<file path="src/rtl/video_timing_gen.sv">
// Free-running raster timing generator: scan counters, sync, data enable,
// line/frame strobes and a completed-frame counter, all registered with zero lag.
module video_timing_gen #(
  parameter int unsigned WIDTH       = 1920,
  parameter int unsigned HEIGHT      = 1080,
  parameter int unsigned H_SYNC_TIME = 44,
  parameter int unsigned V_SYNC_TIME = 5,
  parameter int unsigned H_F_PORCH   = 88,
  parameter int unsigned V_F_PORCH   = 4,
  parameter int unsigned H_B_PORCH   = 148,
  parameter int unsigned V_B_PORCH   = 36,
  parameter logic        HS_POL      = 1'b1,
  parameter logic        VS_POL      = 1'b1
) (
  input  logic        clk,
  input  logic        rst_n,
  input  logic        en,
  output logic [15:0] x,
  output logic [15:0] y,
  output logic        vde,
  output logic        hsync,
  output logic        vsync,
  output logic        line_start,
  output logic        frame_start,
  output logic [15:0] frame_cnt
);

  localparam int unsigned H_TOTAL = H_SYNC_TIME + H_B_PORCH + WIDTH + H_F_PORCH;
  localparam int unsigned V_TOTAL = V_SYNC_TIME + V_B_PORCH + HEIGHT + V_F_PORCH;

  localparam logic [15:0] H_LAST  = 16'(H_TOTAL - 1);
  localparam logic [15:0] V_LAST  = 16'(V_TOTAL - 1);
  localparam logic [15:0] H_SYNC  = 16'(H_SYNC_TIME);
  localparam logic [15:0] V_SYNC  = 16'(V_SYNC_TIME);
  localparam logic [15:0] H_ACT0  = 16'(H_SYNC_TIME + H_B_PORCH);
  localparam logic [15:0] V_ACT0  = 16'(V_SYNC_TIME + V_B_PORCH);
  localparam logic [15:0] H_ACT1  = 16'(H_SYNC_TIME + H_B_PORCH + WIDTH);
  localparam logic [15:0] V_ACT1  = 16'(V_SYNC_TIME + V_B_PORCH + HEIGHT);

  logic [15:0] h_next;
  logic [15:0] v_next;
  logic        h_wrap;
  logic        hs_act;
  logic        vs_act;
  logic        vde_next;
  logic        frame_wrap;

  always_comb begin
    h_wrap = (x == H_LAST);
    h_next = h_wrap ? '0 : x + 16'd1;
    v_next = y;
    if (h_wrap) begin
      v_next = (y == V_LAST) ? '0 : y + 16'd1;
    end
  end

  // Outputs are decoded from the next position so they land on the same edge
  // as the counters, keeping every output aligned with x/y.
  always_comb begin
    hs_act     = (h_next < H_SYNC);
    vs_act     = (v_next < V_SYNC);
    vde_next   = (h_next >= H_ACT0) && (h_next < H_ACT1) &&
                 (v_next >= V_ACT0) && (v_next < V_ACT1);
    frame_wrap = (h_next == '0) && (v_next == '0);
  end

  always_ff @(posedge clk or negedge rst_n) begin
    if (!rst_n) begin
      x           <= H_LAST;
      y           <= V_LAST;
      vde         <= 1'b0;
      hsync       <= ~HS_POL;
      vsync       <= ~VS_POL;
      line_start  <= 1'b0;
      frame_start <= 1'b0;
      frame_cnt   <= '0;
    end else if (en) begin
      x           <= h_next;
      y           <= v_next;
      vde         <= vde_next;
      hsync       <= hs_act ? HS_POL : ~HS_POL;
      vsync       <= vs_act ? VS_POL : ~VS_POL;
      line_start  <= (h_next == '0);
      frame_start <= frame_wrap;
      frame_cnt   <= frame_cnt + {15'b0, frame_wrap};
    end else begin
      line_start  <= 1'b0;
      frame_start <= 1'b0;
    end
  end

endmodule

</file>
<file path="config.mk">
export PLATFORM = sky130hd
export DESIGN_NAME = video_timing_gen
export DESIGN_NICKNAME = d
export VERILOG_FILES = /design/src/rtl/video_timing_gen.sv
export SDC_FILE = /design/constraint.sdc
export NUM_CORES = 1
export LEC_CHECK = 0
export BUFFER_PORTS_ARGS = -buffer_cell sky130_fd_sc_hd__buf_2
export CORE_MARGIN = 2
export CORE_UTILIZATION = 45
export CTS_CLUSTER_SIZE = 40
export DETAILED_ROUTE_END_ITERATION = 7
export PLACE_DENSITY = 0.65
export SLEW_MARGIN = 5
export SYNTH_ARGS = -nofsm -noshare
export SYNTH_HDL_FRONTEND = slang
export SYNTH_SLANG_ARGS = --single-unit
export TNS_END_PERCENT = 50
</file>
<file path="constraint.sdc">
create_clock -name clk -period 3.46 [get_ports clk]
set_input_delay 0.346 -clock clk [delete_from_list [all_inputs] [get_ports clk]]
set_output_delay 0.346 -clock clk [all_outputs]
set_load 0.01 [all_outputs]
</file>
==> reports/qor.yml, run 1 <==
num_vias: 3400
critPathCaptureType: "register"
maxSlewViolCount: 0
cts_hold_buf: 0
skew_ns: 0.0136
clkTransAtPathRegs_ns: 0.11
nets: 488
die_h_um: 90.9
postRouteAntennaNets: 0
reg2regPathDepth: 14
dieArea_um2: 8260
yosysSeqAreaShare_pct: 39.4
clockBufferDepth: 2
async_reset_ff_share_pct: 100
r2r_slack_ns: -0.01
regArea_um2: 1340
rsz0062_at_grt: "yes"
clkSinkCount: 53
fmax_mhz: 288
cts_tree: "done"
max_cap_viol_count: 0
min_period_over_period_pct: 100
setup_ws_ns: -0.0116
fill_cells: 672
grt_pass1_vias: 3139
worst_pin_slew_ns: 0.761
die_w_um: 90.9
synth_nets: 390
synth_commonest_cells: "nand2_1, dfrtp_1, nand3_1, xnor2_1, o21ai_0"
grt_max_degree: 35
arrival_ns: 3.66
initial_core_util_pct: 46.6
grt_pass1_wl_mm: 15.4
leakage_nw: 2.02
synth.cell_area_um2: 3400
syn_avg_cell_area_um2: 8.92
multi_input_area_um2: 2050
relSlewSlack_pct: 49.2
cellPowerDensity_nw_per_um2: 381
yosys_warnings: 0
clk_latency_ns: 0.31
hp-class: "in2async"
failed_checks: "setup timing"
design.core.area_um2: 7290
utilization_pct: 60.2
start_kind: "register"
synth_area_leader_cell: "dfrtp_1"
synth-seq-cells: 53
worst_r2r_endpoint: "frame_cnt[10]"
synth-edff-count: 0
hold_viol: 0
synth.most_common_cell: "nand2_1"
final.min_clock_period_ns: 3.47
wirelength_mm: 9.50
path_class: "reg2reg"
drc: 0
num_rows: 31
synthTopCellsByArea: "dfrtp_1, dfstp_2, xnor2_1, nand2_1, nand3_1"
cts_root_buf: "clkbuf_8"
ir_drop_mv: 0.212
grt-ovfl-total: 0
numCtsBuffers: 5
n_antenna_cell: 0
first_pass_iters: 5
syn_inst: 381
area_growth_pct: 29.2
antenna_found_initial: 0
htree_levels: 2
r2r-start: "x[1]"
status: "complete, but fails checks"
wire_per_inst_um: 16.4
finalSetupViolations: 3
worstPathRequired_ns: 3.65
synthDistinctLibCells: 60
io_pins: 56
path_max_fanout: 5
final.setup.tns_ns: -0.0173
gr-usage-all-layers_pct: 22.6
synth_top_area_share_pct: 31.7
vias_per_cell: 5.87
yosys_most_used_dff: "dfrtp_1"
drive_gt1_share_pct: 35.2
io_buffers: 55
gp_congestion: 0.871
drt-initial-drc-count: 234
dp_hpwl_mm: 6.82
[metal layers]
layer | track usage [%] | vias to the layer above | share of wire [%]
li1 | - | 1590 | -
met1 | 31.7 | 1633 | 44
met2 | 37.8 | 155 | 48
met3 | 2.34 | 22 | 6.1
met4 | 4.80 | 0 | 1.5
met5 | 0 | - | 0
[final cells by class]
cell class	instances	area share, %
Clock inverter	2	0.884
Sequential cell	53	30.5
Multi-Input combinational cell	298	46.7
Tap cell	99	2.82
Inverter	8	0.684
Clock buffer	6	1.65
Timing Repair Buffer	113	16.7
[report_power, final]
group / switching, mW / leakage, nW / internal, mW
combinational: 0.284 / 1.27 / 0.246
clock: 0.214 / 0.0554 / 0.218
sequential: 0.0320 / 0.693 / 0.679
total: 0.530 / 2.02 / 1.14
[kinds of logic after synthesis]
kind of cell	count (synthesis)	synth area share (%)
adder cells (fa/ha/maj)	6	2.21
flip-flops	53	39.4
multiplexers	11	3.39
AO/OA/AOI/OAI	69	14.1
XOR/XNOR	37	9.54
AND/OR/NAND/NOR	175	27.6
buffers and inverters	30	3.83
[placed cells by master, fill, tap and decap left out, types with 3 or more instances in the layout]
master,instances
ha_1,3
nand4_1,14
nor3_1,9
nor4_1,5
and3_1,11
dfrtp_1,42
a21o_1,3
xnor2_1,28
mux2i_1,7
nand2_1,44
buf_2,55
o21ai_0,24
clkbuf_8,5
xor2_1,9
nand3_1,30
and2_1,3
o31ai_1,4
nor2_2,4
nor3_2,3
dfstp_2,10
mux2_2,4
buf_6,6
and4_1,3
a31oi_1,4
or2_2,5
nor2_1,21
nor3b_1,3
a21oi_1,3
buf_4,52
inv_1,7
[registers in the layout, summed over array words and instances, names as in the netlist]
| register | flops |
|---|---|
| vsync | 1 |
| x | 16 |
| line_start | 1 |
| vde | 1 |
| hsync | 1 |
| frame_cnt | 16 |
| frame_start | 1 |
| y | 16 |
[what timing repair did]
action | 4_1_cts | 5_1_grt
buffers inserted | 1 | 11
setup endpoints to repair | 9 | 12
pin swaps | 2 | 16
gates cloned | 0 | 0
resized for setup | 4 | 32
[worst max-delay path, stage by stage, from the launching register on]
cell     delay, ns
dfstp_2       0.57
buf_6         0.12
nand4_1       0.19
o21a_1        0.27
nor4_1        0.31
o21ai_1       0.15
nor3_2        0.28
nand4_1       0.22
nor3_4        0.19
ha_2          0.24
ha_4          0.14
nand4_1       0.15
nor3_2        0.28
nand2_1       0.10
xnor2_1       0.14
[worst max-delay path by stage]
stage                     startpoint            end  slack [ns]  cells after the start
after global routing            x[1]  frame_cnt[11]       -0.23                     15
after CTS                       x[0]  frame_cnt[13]       0.004                     16
after floorplan                 x[0]  frame_cnt[10]        0.04                     15
after detailed placement        x[4]  frame_cnt[10]       -0.16                     14
after global placement          x[4]  frame_cnt[12]       0.005                     14
final                           x[1]  frame_cnt[10]       -0.01                     14
[per-stage QoR]
stage                     std cells  hold WS (ns)  power [mW]  cell area [µm²]  worst slack (ns)
after floorplan                 381        0.0504       0.984             3410            0.0357
after global placement          559         0.458        1.15             4050           0.00521
after detailed placement        559         0.466        1.17             4050            -0.164
after CTS                       568         0.139        1.60             4190           0.00378
after global routing            579         0.168        1.77             4390            -0.235
final                           579        0.0981        1.67             4390           -0.0116
(Power assumes the default switching activity.)
==> inputs of run 2 (changes only) <==
- CORE_ASPECT_RATIO: unset -> 0.7
- PLACE_DENSITY: 0.65 -> unset
- PLACE_DENSITY_LB_ADDON: unset -> 0.15
==> reports/qor.yml, run 2 (same netlist as run 1, synthesis figures left out) <==
numCtsBuffers: 5  # unchanged
wire_per_inst_um: 16.8  # +2.4%
hold_viol: 0  # unchanged
path_class: "reg2reg"
leakage_nw: 2.02  # +0.30%
path_max_fanout: 7  # +2
dp_hpwl_mm: 7.22  # +5.8%
crit_end: "frame_cnt[12]"
cellPowerDensity_nw_per_um2: 359  # -5.7%
skew_ns: 0.0151  # +0.00146 ns
io_pins: 56  # unchanged
min_period_over_period_pct: 97.7  # -2.6 points
initial_core_util_pct: 46.4  # -0.18 points
postRouteAntennaNets: 0  # unchanged
path_cells: "buf_6 -> nand4_1 -> o21a_1 -> nor4_2 -> o21ai_1 -> nor3_2 -> nand4_1 -> nor3_2 -> ha_2 -> ha_4 -> nand4_1 -> nor3_2 -> nand2_1 -> xnor2_1"
ir_drop_mv: 0.183  # -14%
io_buffers: 55  # unchanged
htree_levels: 2  # unchanged
die_w_um: 108  # +19%
worst_pin_slew_ns: 0.693  # -0.0688 ns
reg2regPathDepth: 14  # unchanged
critical_path.startpoint: "x[1]"
hp-class: "in2async"
num_rows: 26  # -16%
design.core.area_um2: 7320  # +0.38%
fmax_mhz: 296  # +2.7%
multi_input_area_um2: 2060  # +0.55%
cts_tree: "done"
start_kind: "register"
wirelength_mm: 9.73  # +2.4%
status: "complete, no violations"
clk_latency_ns: 0.33  # +0.02 ns
slowest_stage: "dfstp_2"
gp_congestion: 0.939  # +7.8%
antenna_found_initial: 0  # unchanged
worst_r2r_endpoint: "frame_cnt[12]"
cts_root_buf: "clkbuf_8"
r2r-start: "x[1]"
drc: 0  # unchanged
clkTransAtPathRegs_ns: 0.11  # about the same
final.setup.tns_ns: 0  # +0.0173 ns
layout_common_cells: "buf_2, buf_4, nand2_1, dfrtp_1, nand3_1"
finalSetupViolations: 0  # -3
arrival_ns: 3.61  # -0.05 ns
grt_pass1_vias: 3013  # -4.0%
max_stage_delay_ns: 0.58  # about the same
mostFrequentLayoutCell: "buf_2"
regArea_um2: 1340  # about the same
grt_pass1_wl_mm: 15.7  # +1.7%
utilization_pct: 60.0  # -0.18 points
dieArea_um2: 8270  # +0.13%
clkSinkCount: 53  # unchanged
critPathCaptureType: "register"
rsz0062_at_grt: "yes"
final.min_clock_period_ns: 3.38  # -0.0902 ns
fill_cells: 673  # +0.15%
first_pass_iters: 4  # -1
drive_gt1_share_pct: 35.1  # -0.073 points
vias_per_cell: 5.73  # -2.5%
num_vias: 3316  # -2.5%
max_cap_viol_count: 0  # unchanged
grt_max_degree: 42  # +20%
relSlewSlack_pct: 53.8  # +4.6 points
clockBufferDepth: 2  # unchanged
n_antenna_cell: 0  # unchanged
r2r_slack_ns: 0.08  # +0.09 ns
area_growth_pct: 29.3  # about the same
gr-usage-all-layers_pct: 24.1  # +1.5 points
maxSlewViolCount: 0  # unchanged
grt-ovfl-total: 0  # unchanged
reg.largest.list: "frame_cnt (16), x (16), y (16)"
worstPathRequired_ns: 3.68  # +0.03 ns
drt-initial-drc-count: 218  # -6.8%
nets: 489  # +0.20%
die_h_um: 76.7  # -16%
[run 2: cell types whose count changed in the layout (fill, tap and decap cells not counted), sizes merged]
cell / change
inv: +1
clkbuf: -1
clkinvlp: +1
bufinv: -1
buf: +1
[run 2: layout make-up]
type                       instances  share of cell area, %
clock buffer                       5                   1.57
clock inverter                     3                  0.570
inverter                           8                  0.684
multi-input combinational        298                   46.9
sequential                        53                   30.5
tap                               98                   2.79
timing repair buffer             114                   17.0
[run 2: per-layer routing]
layer  up-vias  routed length, µm  GRT usage, %
li1       1583                  -             -
met5         -                  0             0
met3         7                613          4.34
met4         0                 85          4.62
met1      1614               4830          37.3
met2       112               4200          35.2
[run 2: metrics by stage]
step | cells | area (µm²) | total power [mW] | worst slack [ns] | hold WS, ns
after floorplan | 381 | 3410 | 0.984 | 0.0357 | 0.0504
after global placement | 565 | 4100 | 1.16 | -0.0554 | 0.425
after detailed placement | 565 | 4100 | 1.16 | -0.0988 | 0.434
after CTS | 573 | 4210 | 1.54 | 0.000657 | 0.0789
after global routing | 579 | 4390 | 1.67 | -0.144 | 0.113
final | 579 | 4390 | 1.58 | 0.0786 | 0.0502
[run 2: repair_timing]
item                       in CTS  in global routing
setup buffers                   0                  6
cloned                          0                  0
resized for setup               3                 30
pin swaps                       2                 21
setup endpoints to repair       8                 11
hold buffers                    0                  0
[run 2: report_power, final]
group	total (mW)	switching [mW]	internal, mW
Combinational	0.474	0.262	0.211
Sequential	0.726	0.0463	0.680
Clock	0.379	0.233	0.147
[run 2: worst max-delay path: cells and delay by family, from the launching register on]
family	cells	cell delay [ns]
xor gates and xnor gates	1	0.13
and+or+nand+nor	8	1.67
AOI/OAI and AO/OA	2	0.41
DFF	1	0.58
adders and majority gates	2	0.37
buffers and inverters	1	0.13
[run 2: worst min-delay path by stage]
| stage | end | slack (ns) | cells past startpoint |
|---|---|---|---|
| 2_1_floorplan | frame_cnt[0] | 0.05 | 0 |
| 3_3_place_gp | line_start | 0.42 | 1 |
| 3_5_place_dp | line_start | 0.43 | 1 |
| 4_1_cts | frame_cnt[2] | 0.08 | 1 |
| 5_1_grt | frame_cnt[4] | 0.11 | 1 |
| 6_report | frame_cnt[2] | 0.05 | 1 |
